===== config.mk =====
export PLATFORM = sky130hd
export DESIGN_NAME = serpent_subkey_store_flat
export DESIGN_NICKNAME = d
export VERILOG_FILES = /design/src/rtl/serpent_pkg.sv /design/src/rtl/serpent_subkey_store_if.sv /design/src/rtl/serpent_subkey_ram.sv /design/src/rtl/serpent_subkey_store.sv /design/src/flat_wrapper.sv
export SDC_FILE = /design/constraint.sdc
export NUM_CORES = 2
export LEC_CHECK = 0
export ABC_AREA = 1
export ABC_CLOCK_PERIOD_IN_PS = 10490
export BUFFER_PORTS_ARGS = -buffer_cell sky130_fd_sc_hd__buf_4
export CAP_MARGIN = 0
export CORE_ASPECT_RATIO = 1.75
export CORE_MARGIN = 2
export CORE_UTILIZATION = 35
export CTS_CLUSTER_SIZE = 10
export DETAILED_ROUTE_END_ITERATION = 16
export PLACE_DENSITY = 0.62
export SYNTH_ARGS = -nofsm -noshare
export SYNTH_HDL_FRONTEND = slang
export SYNTH_MEMORY_MAX_BITS = 65536
export SYNTH_SLANG_ARGS = --single-unit

===== constraint.sdc =====
create_clock -name i_clk -period 10.49 [get_ports i_clk]
set_input_delay 1.049 -clock i_clk [delete_from_list [all_inputs] [get_ports i_clk]]
set_output_delay 1.049 -clock i_clk [all_outputs]
set_load 0.005 [all_outputs]

===== src/rtl/serpent_pkg.sv =====
// serpent_pkg: shared constants and types for the Serpent subkey store.
//   NUM_SUBKEYS - number of stored round subkeys (K0..K32)
//   KEY_W       - subkey width in bits
//   ADDR_W      - subkey index width
//   subkey_t    - one 128-bit round subkey
//   addr_t      - subkey index
//   state_t     - store FSM states (ZERO only reachable with SERPENT_SUBKEY_ZEROIZE_EN)
package serpent_pkg;

    localparam int NUM_SUBKEYS = 33;
    localparam int KEY_W       = 128;
    localparam int ADDR_W      = 6;

    typedef logic [KEY_W-1:0]  subkey_t;
    typedef logic [ADDR_W-1:0] addr_t;

    localparam addr_t LAST_IDX = addr_t'(NUM_SUBKEYS - 1);

    typedef enum logic [1:0] {
        IDLE,
        STREAM,
        ZERO
    } state_t;

    // Next stream index: ascending for encryption, descending for decryption.
    function automatic addr_t step_idx(addr_t idx, logic decrypt);
        return decrypt ? idx - addr_t'(1) : idx + addr_t'(1);
    endfunction

endpackage


===== src/rtl/serpent_subkey_store_if.sv =====
// serpent_subkey_store_if: subkey write bus, stream handshake and status
// signals of the Serpent subkey store.
//   master - key schedule / round engine side (drives i_*, observes o_*)
//   slave  - the subkey store (observes i_*, drives o_*)
interface serpent_subkey_store_if;
    import serpent_pkg::*;

    logic    i_load_start;
    logic    i_wr_valid;
    addr_t   i_wr_addr;
    subkey_t i_wr_data;
    logic    i_start;
    logic    i_decrypt;
    logic    i_rk_ready;
    logic    o_rk_valid;
    subkey_t o_rk_data;
    addr_t   o_rk_index;
    logic    o_keys_ready;
    logic    o_busy;
    logic    o_done;
    logic    o_err;

    modport master (
        output i_load_start, i_wr_valid, i_wr_addr, i_wr_data,
               i_start, i_decrypt, i_rk_ready,
        input  o_rk_valid, o_rk_data, o_rk_index,
               o_keys_ready, o_busy, o_done, o_err
    );

    modport slave (
        input  i_load_start, i_wr_valid, i_wr_addr, i_wr_data,
               i_start, i_decrypt, i_rk_ready,
        output o_rk_valid, o_rk_data, o_rk_index,
               o_keys_ready, o_busy, o_done, o_err
    );

endinterface


===== src/rtl/serpent_subkey_ram.sv =====
// serpent_subkey_ram: 33 x 128 register file, one write port and one
// registered read port.
//   clk, rst         - clock, synchronous active-high reset (read register only)
//   wr_en/addr/data  - write port, stored on the rising edge
//   rd_addr/rd_data  - read port; rd_data is mem[rd_addr] one cycle later
module serpent_subkey_ram
    import serpent_pkg::*;
(
    input  logic    clk,
    input  logic    rst,
    input  logic    wr_en,
    input  addr_t   wr_addr,
    input  subkey_t wr_data,
    input  addr_t   rd_addr,
    output subkey_t rd_data
);

    subkey_t mem [NUM_SUBKEYS];

    // NOTE: the storage array has no reset (its contents are don't-care);
    // only the read register is reset so the output reads 0 after reset.
    always_ff @(posedge clk) begin
        if (wr_en) begin
            mem[wr_addr] <= wr_data;
        end
    end

    always_ff @(posedge clk) begin
        if (rst) begin
            rd_data <= '0;
        end else begin
            rd_data <= mem[rd_addr];
        end
    end

endmodule


===== src/rtl/serpent_subkey_store.sv =====
// serpent_subkey_store: captures the 33 Serpent round subkeys from the key
// schedule, tracks which are present, and streams them to the round engine
// (ascending for encryption, descending for decryption).
//   i_clk, i_rst - clock, synchronous active-high reset
//   bus          - serpent_subkey_store_if.slave: write bus, start request,
//                  valid/ready subkey stream, keys_ready/busy/done/err status
// Optional feature: define SERPENT_SUBKEY_ZEROIZE_EN to make i_load_start in
// IDLE wipe all entries to zero (ZERO state, 33 cycles, o_busy high).
module serpent_subkey_store
    import serpent_pkg::*;
(
    input  logic i_clk,
    input  logic i_rst,
    serpent_subkey_store_if.slave bus
);

    state_t                 state;
    logic [NUM_SUBKEYS-1:0] bitmap;
    logic [NUM_SUBKEYS-1:0] bitmap_next;
    logic                   decrypt;
    addr_t                  idx;
    addr_t                  rd_addr;
    logic                   rk_valid, keys_ready, busy, done, err;

    logic    in_idle, addr_ok, wr_en, start_ok, handshake, last_idx, err_next;
    logic    ram_we;
    addr_t   ram_waddr;
    subkey_t ram_wdata;

    assign in_idle   = (state == IDLE);
    assign addr_ok   = (bus.i_wr_addr <= LAST_IDX);
    assign handshake = rk_valid && bus.i_rk_ready;
    assign last_idx  = decrypt ? (idx == '0) : (idx == LAST_IDX);
    // A simultaneous load start takes priority over a start request.
    assign start_ok  = in_idle && bus.i_start && !bus.i_load_start && keys_ready;

`ifdef SERPENT_SUBKEY_ZEROIZE_EN
    addr_t zero_idx;

    // A write alongside the load start would be wiped by the zeroize pass,
    // so it is rejected rather than marked present.
    assign wr_en     = in_idle && bus.i_wr_valid && addr_ok && !bus.i_load_start;
    assign ram_we    = wr_en || (state == ZERO);
    assign ram_waddr = (state == ZERO) ? zero_idx : bus.i_wr_addr;
    assign ram_wdata = (state == ZERO) ? '0 : bus.i_wr_data;
`else
    assign wr_en     = in_idle && bus.i_wr_valid && addr_ok;
    assign ram_we    = wr_en;
    assign ram_waddr = bus.i_wr_addr;
    assign ram_wdata = bus.i_wr_data;
`endif

    // Any write or start that was not taken is an error.
    assign err_next = (bus.i_wr_valid && !wr_en) || (bus.i_start && !start_ok);

    // NOTE: every always_comb output gets a default first so no latch is inferred.
    always_comb begin
        bitmap_next = bitmap;
        if (in_idle && bus.i_load_start) begin
            bitmap_next = '0;
        end
        if (wr_en) begin
            bitmap_next[bus.i_wr_addr] = 1'b1;
        end
    end

    // Read address is the index that will be shown next cycle, so the
    // registered RAM output lines up with the registered index.
    always_comb begin
        rd_addr = idx;
        if (start_ok) begin
            rd_addr = bus.i_decrypt ? LAST_IDX : '0;
        end else if (state == STREAM && handshake && !last_idx) begin
            rd_addr = step_idx(idx, decrypt);
        end
    end

    serpent_subkey_ram u_ram (
        .clk     (i_clk),
        .rst     (i_rst),
        .wr_en   (ram_we),
        .wr_addr (ram_waddr),
        .wr_data (ram_wdata),
        .rd_addr (rd_addr),
        .rd_data (bus.o_rk_data)
    );

    // NOTE: sequential state uses non-blocking assignments only.
    always_ff @(posedge i_clk) begin
        if (i_rst) begin
            state      <= IDLE;
            bitmap     <= '0;
            keys_ready <= 1'b0;
            decrypt    <= 1'b0;
            idx        <= '0;
            rk_valid   <= 1'b0;
            busy       <= 1'b0;
            done       <= 1'b0;
            err        <= 1'b0;
`ifdef SERPENT_SUBKEY_ZEROIZE_EN
            zero_idx   <= '0;
`endif
        end else begin
            bitmap     <= bitmap_next;
            keys_ready <= &bitmap_next;
            err        <= err_next;
            done       <= 1'b0;
            case (state)
                IDLE: begin
                    if (start_ok) begin
                        decrypt  <= bus.i_decrypt;
                        idx      <= rd_addr;
                        rk_valid <= 1'b1;
                        busy     <= 1'b1;
                        state    <= STREAM;
                    end
`ifdef SERPENT_SUBKEY_ZEROIZE_EN
                    else if (bus.i_load_start) begin
                        zero_idx <= '0;
                        busy     <= 1'b1;
                        state    <= ZERO;
                    end
`endif
                end
                STREAM: begin
                    if (handshake) begin
                        if (last_idx) begin
                            rk_valid <= 1'b0;
                            busy     <= 1'b0;
                            done     <= 1'b1;
                            state    <= IDLE;
                        end else begin
                            idx <= rd_addr;
                        end
                    end
                end
`ifdef SERPENT_SUBKEY_ZEROIZE_EN
                ZERO: begin
                    if (zero_idx == LAST_IDX) begin
                        busy  <= 1'b0;
                        state <= IDLE;
                    end else begin
                        zero_idx <= zero_idx + addr_t'(1);
                    end
                end
`endif
                default: begin
                    state <= IDLE;
                end
            endcase
        end
    end

    assign bus.o_rk_valid   = rk_valid;
    assign bus.o_rk_index   = idx;
    assign bus.o_keys_ready = keys_ready;
    assign bus.o_busy       = busy;
    assign bus.o_done       = done;
    assign bus.o_err        = err;

endmodule

===== src/flat_wrapper.sv =====
// flat-port wrapper written by rule: the top's interface ports become plain ports
module serpent_subkey_store_flat import serpent_pkg::*;
  (i_clk, i_rst, bus_i_load_start, bus_i_wr_valid, bus_i_wr_addr, bus_i_wr_data, bus_i_start, bus_i_decrypt, bus_i_rk_ready, bus_o_rk_valid, bus_o_rk_data, bus_o_rk_index, bus_o_keys_ready, bus_o_busy, bus_o_done, bus_o_err);
  serpent_subkey_store_if bus_i ();
  input  logic i_clk;
  input  logic i_rst;
  input wire logic [$bits(bus_i.i_load_start)-1:0] bus_i_load_start;
  input wire logic [$bits(bus_i.i_wr_valid)-1:0] bus_i_wr_valid;
  input wire logic [$bits(bus_i.i_wr_addr)-1:0] bus_i_wr_addr;
  input wire logic [$bits(bus_i.i_wr_data)-1:0] bus_i_wr_data;
  input wire logic [$bits(bus_i.i_start)-1:0] bus_i_start;
  input wire logic [$bits(bus_i.i_decrypt)-1:0] bus_i_decrypt;
  input wire logic [$bits(bus_i.i_rk_ready)-1:0] bus_i_rk_ready;
  output wire logic [$bits(bus_i.o_rk_valid)-1:0] bus_o_rk_valid;
  output wire logic [$bits(bus_i.o_rk_data)-1:0] bus_o_rk_data;
  output wire logic [$bits(bus_i.o_rk_index)-1:0] bus_o_rk_index;
  output wire logic [$bits(bus_i.o_keys_ready)-1:0] bus_o_keys_ready;
  output wire logic [$bits(bus_i.o_busy)-1:0] bus_o_busy;
  output wire logic [$bits(bus_i.o_done)-1:0] bus_o_done;
  output wire logic [$bits(bus_i.o_err)-1:0] bus_o_err;
  assign bus_i.i_load_start = bus_i_load_start;
  assign bus_i.i_wr_valid = bus_i_wr_valid;
  assign bus_i.i_wr_addr = bus_i_wr_addr;
  assign bus_i.i_wr_data = bus_i_wr_data;
  assign bus_i.i_start = bus_i_start;
  assign bus_i.i_decrypt = bus_i_decrypt;
  assign bus_i.i_rk_ready = bus_i_rk_ready;
  assign bus_o_rk_valid = bus_i.o_rk_valid;
  assign bus_o_rk_data = bus_i.o_rk_data;
  assign bus_o_rk_index = bus_i.o_rk_index;
  assign bus_o_keys_ready = bus_i.o_keys_ready;
  assign bus_o_busy = bus_i.o_busy;
  assign bus_o_done = bus_i.o_done;
  assign bus_o_err = bus_i.o_err;
  serpent_subkey_store u_core (.i_clk(i_clk), .i_rst(i_rst), .bus(bus_i));
endmodule

==> metrics.yaml <==
sta:
  layout_min_cycle_time_ps: 5590
  fin_setup_tns_ps: 0
  setup_viol: 0
  slew_viol_final: 0
  tightestPinTransition_ps: 1460
  fin_crit_sh: 0.533
  final-hold-violation-count: 0
  rsz0062_at_grt: "false"
  clock.fmax_ghz: 0.179
  final.setup_skew_ps: 120
  slew_headroom: 0.0248
power:
  p_per_area_nw_per_um2: 175
  p_sw_frac: 0.203
  cellLeakagePower_nw: 67.8
  seqPwrFrac: 0.550
  switchingPower_mw: 7.15
  clock_power_share: 0.438
  p_int_mw: 28.0
  ir_drop_uv: 160
  power_frac_comb: 0.013
worst_setup_path:
  path_delay_family: "buffers and inverters"
  worst_ep_arrival_time_ps: 6390
  cp_cell_sequence: "inv_1 -> fa_1 -> nand3_1 -> nand3_4 -> buf_4 -> buf_12 -> buf_4 -> nand3_1 -> nand3_1 -> nand3_1 -> nand3_1 -> nand3_1 -> nand2_1 -> inv_1"
  cpMostUsedCell: "nand3_1"
  path_class: "reg2reg"
  cpMaxStageDelayCell: "buf_4"
  crit_buf_inv: 5
  max_stage_delay_ps: 910
  cp_max_fo: 140
  worst_setup_path_end_kind: "flip-flop"
  start_kind: "flip-flop"
  cp_data_required_time_ps: 11280
synth:
  ys_seq_area_frac: 0.723
  syn-cell-area_um2: 180000
  async_flop_share: 0
  netlist_instances: 14600
  syn-num-nets: 14800
  avgSynthCellArea_um2: 12.3
  ys_ff_latch: 4396
  synth_ff_type: "edfxtp_1"
  synth_cell_types: 33
  synth_edf_count: 4224
  yosysWarnings: 0
grt:
  grt_pass1_wl_um: 866000
  gr-total-overflow: 0
  grt_pass1_vias: 126000
  grt_use_total: 0.222
  grt_max_degree: 210
  antenna_found_initial: 76
detailed_routing:
  ant_nets: 0
  dr_total_vias: 128000
  drt_iter0_markers: 18900
  wl_um: 604000
  firstDrtPassIters: 8
  drc: 0
  via_per_inst: 5.97
  wire_per_inst_um: 28.1
clock_tree:
  clock_latency_ps: 1010
  cts.sinks: 4396
  cts_setup_buffers: 0
  htreeDepth: 5
  path_clk_slew_ps: 60
  ctsResizeCount: 0
  numCtsBuffers: 482
  cts-root-buf: "clkbuf_16"
  cts_hold_buf: 0
  tritoncts: "yes"
  clock_path_buffers: 4
placement:
  port_buffers: 279
  place.gp.congestion: 0.758
  hpwlAfterDp_um: 266000
layout:
  layout_commonest_cell: "edfxtp_1"
  fin_nets: 14400
  postLayoutCoreUtil: 0.393
  seqCellArea_um2: 130000
  layout_common_cells: "4224 x edfxtp_1, 3972 x nand3_1, 2226 x nand2_1"
  n_fill_cell: 48000
  drive_gt1_frac: 0.0728
  areaGrowthSynthToFinish_pct: 11.8
  multiInputGateArea_um2: 43200
die:
  rows: 348
  ios: 280
  start_util: 0.351
  dieArea_um2: 521000
  fp.dieH_um: 953
  core_area_um2: 513000
  die_w_um: 546
job:
  maxCapViolCount: 0
hold_path:
  hold_path_class: "in2reg"
run_status:
  outcome: "completed"
## per-stage QoR
stage / setup slack, ps / power (mW) / hold WS, ps / instances / area, µm²
floorplan: 2300 / 19.8 / 450 / 14600 / 180000
global placement: 4710 / 20.1 / 461 / 20600 / 188000
detailed placement: 4650 / 20.1 / 472 / 20600 / 188000
CTS: 5000 / 35.3 / 342 / 21400 / 201000
global route: 4710 / 36.0 / 422 / 21500 / 201000
finish: 4900 / 35.2 / 390 / 21500 / 201000
## sequential cells by signal (all words and copies together), names as in the netlist
| name | flops |
|---|---|
| u_core.bus.o_keys_ready | 1 |
| u_core.bus.o_busy | 1 |
| u_core.bus.o_rk_index | 6 |
| u_core.bitmap | 33 |
| u_core.decrypt | 1 |
| u_core.u_ram.rd_data | 128 |
| u_core.bus.o_err | 1 |
| u_core.u_ram.mem | 4224 |
| u_core.bus.o_done | 1 |
## final cells by class
| type | instances | area share |
|---|---|---|
| Antenna cell | 40 | 0.000497 |
| Clock buffer | 822 | 0.0671 |
| Clock inverter | 16 | 0.00124 |
| Inverter | 193 | 0.00383 |
| Multi-Input combinational cell | 8673 | 0.215 |
| Sequential cell | 4396 | 0.647 |
| Tap cell | 6825 | 0.0424 |
| Timing Repair Buffer | 507 | 0.0234 |
## layer usage
layer  global-route usage  share of wire
met1                0.270           0.37
met2                0.376           0.49
met3               0.0357          0.091
met4                0.120          0.052
met5                    0        0.00045
## cells by family (layout without fill, tap and decap cells)
kind of cell,count (synthesis),after routing,share of synthesized area
compound gates,41,41,0.00130
xor+xnor,4,4,0.000194
fa+ha+maj,5,5,0.000389
buf+inv,1579,1538,0.0388
flops,4396,4396,0.723
other cells,0,40,0
simple gates,8623,8623,0.236
## path summary, 6_finish.rpt
check	from	end	slack (ps)	depth (start not counted)
setup / recovery	u_core.bus.o_rk_index[0]	u_core.u_ram.rd_data[37]	4900	14
hold reg to reg	u_core.bitmap[6]	u_core.bitmap[6]	490	2
hold / removal	bus_i_decrypt	u_core.decrypt	390	3
setup reg to reg	u_core.bus.o_rk_index[0]	u_core.u_ram.rd_data[37]	4900	14
## worst reg2reg max path, stage by stage (launching register included)
cell     delay, ps
dfxtp_1        620
inv_1          240
fa_1           580
nand3_1        120
nand3_4        350
buf_4          800
buf_12         760
buf_4         1030
nand3_1        210
nand3_1        130
nand3_1        110
nand3_1        190
nand3_1        130
nand2_1         90
inv_1           40
## power by group through the flow
stage                     registers (mW)  clock network (mW)  logic [mW]
after detailed placement            19.7                   0       0.438
after global routing                19.3                16.1       0.476
after global placement              19.7                   0       0.428
after CTS                           19.3                15.5       0.438
final                               19.3                15.4       0.441
after floorplan                     19.7                   0      0.0763
## cells in the mapped netlist (4+ instances only)
cell / number / share of area
buf_1: 79 / 0.0016
a22oi_1: 4 / 0.00017
edfxtp_1: 4224 / 0.70
inv_2: 5 / 0.00010
buf_4: 33 / 0.0014
nor2_1: 343 / 0.0071
a21oi_1: 10 / 0.00028
o21ai_0: 21 / 0.00058
nand3_1: 3973 / 0.11
dfxtp_1: 172 / 0.019
buf_2: 745 / 0.021
inv_1: 186 / 0.0039
clkbuf_1: 528 / 0.011
ha_1: 4 / 0.00028
nand2_1: 2227 / 0.046
nor3_1: 14 / 0.00039
nand4_1: 2056 / 0.071
No activity file was read; power rests on OpenSTA's default activity.
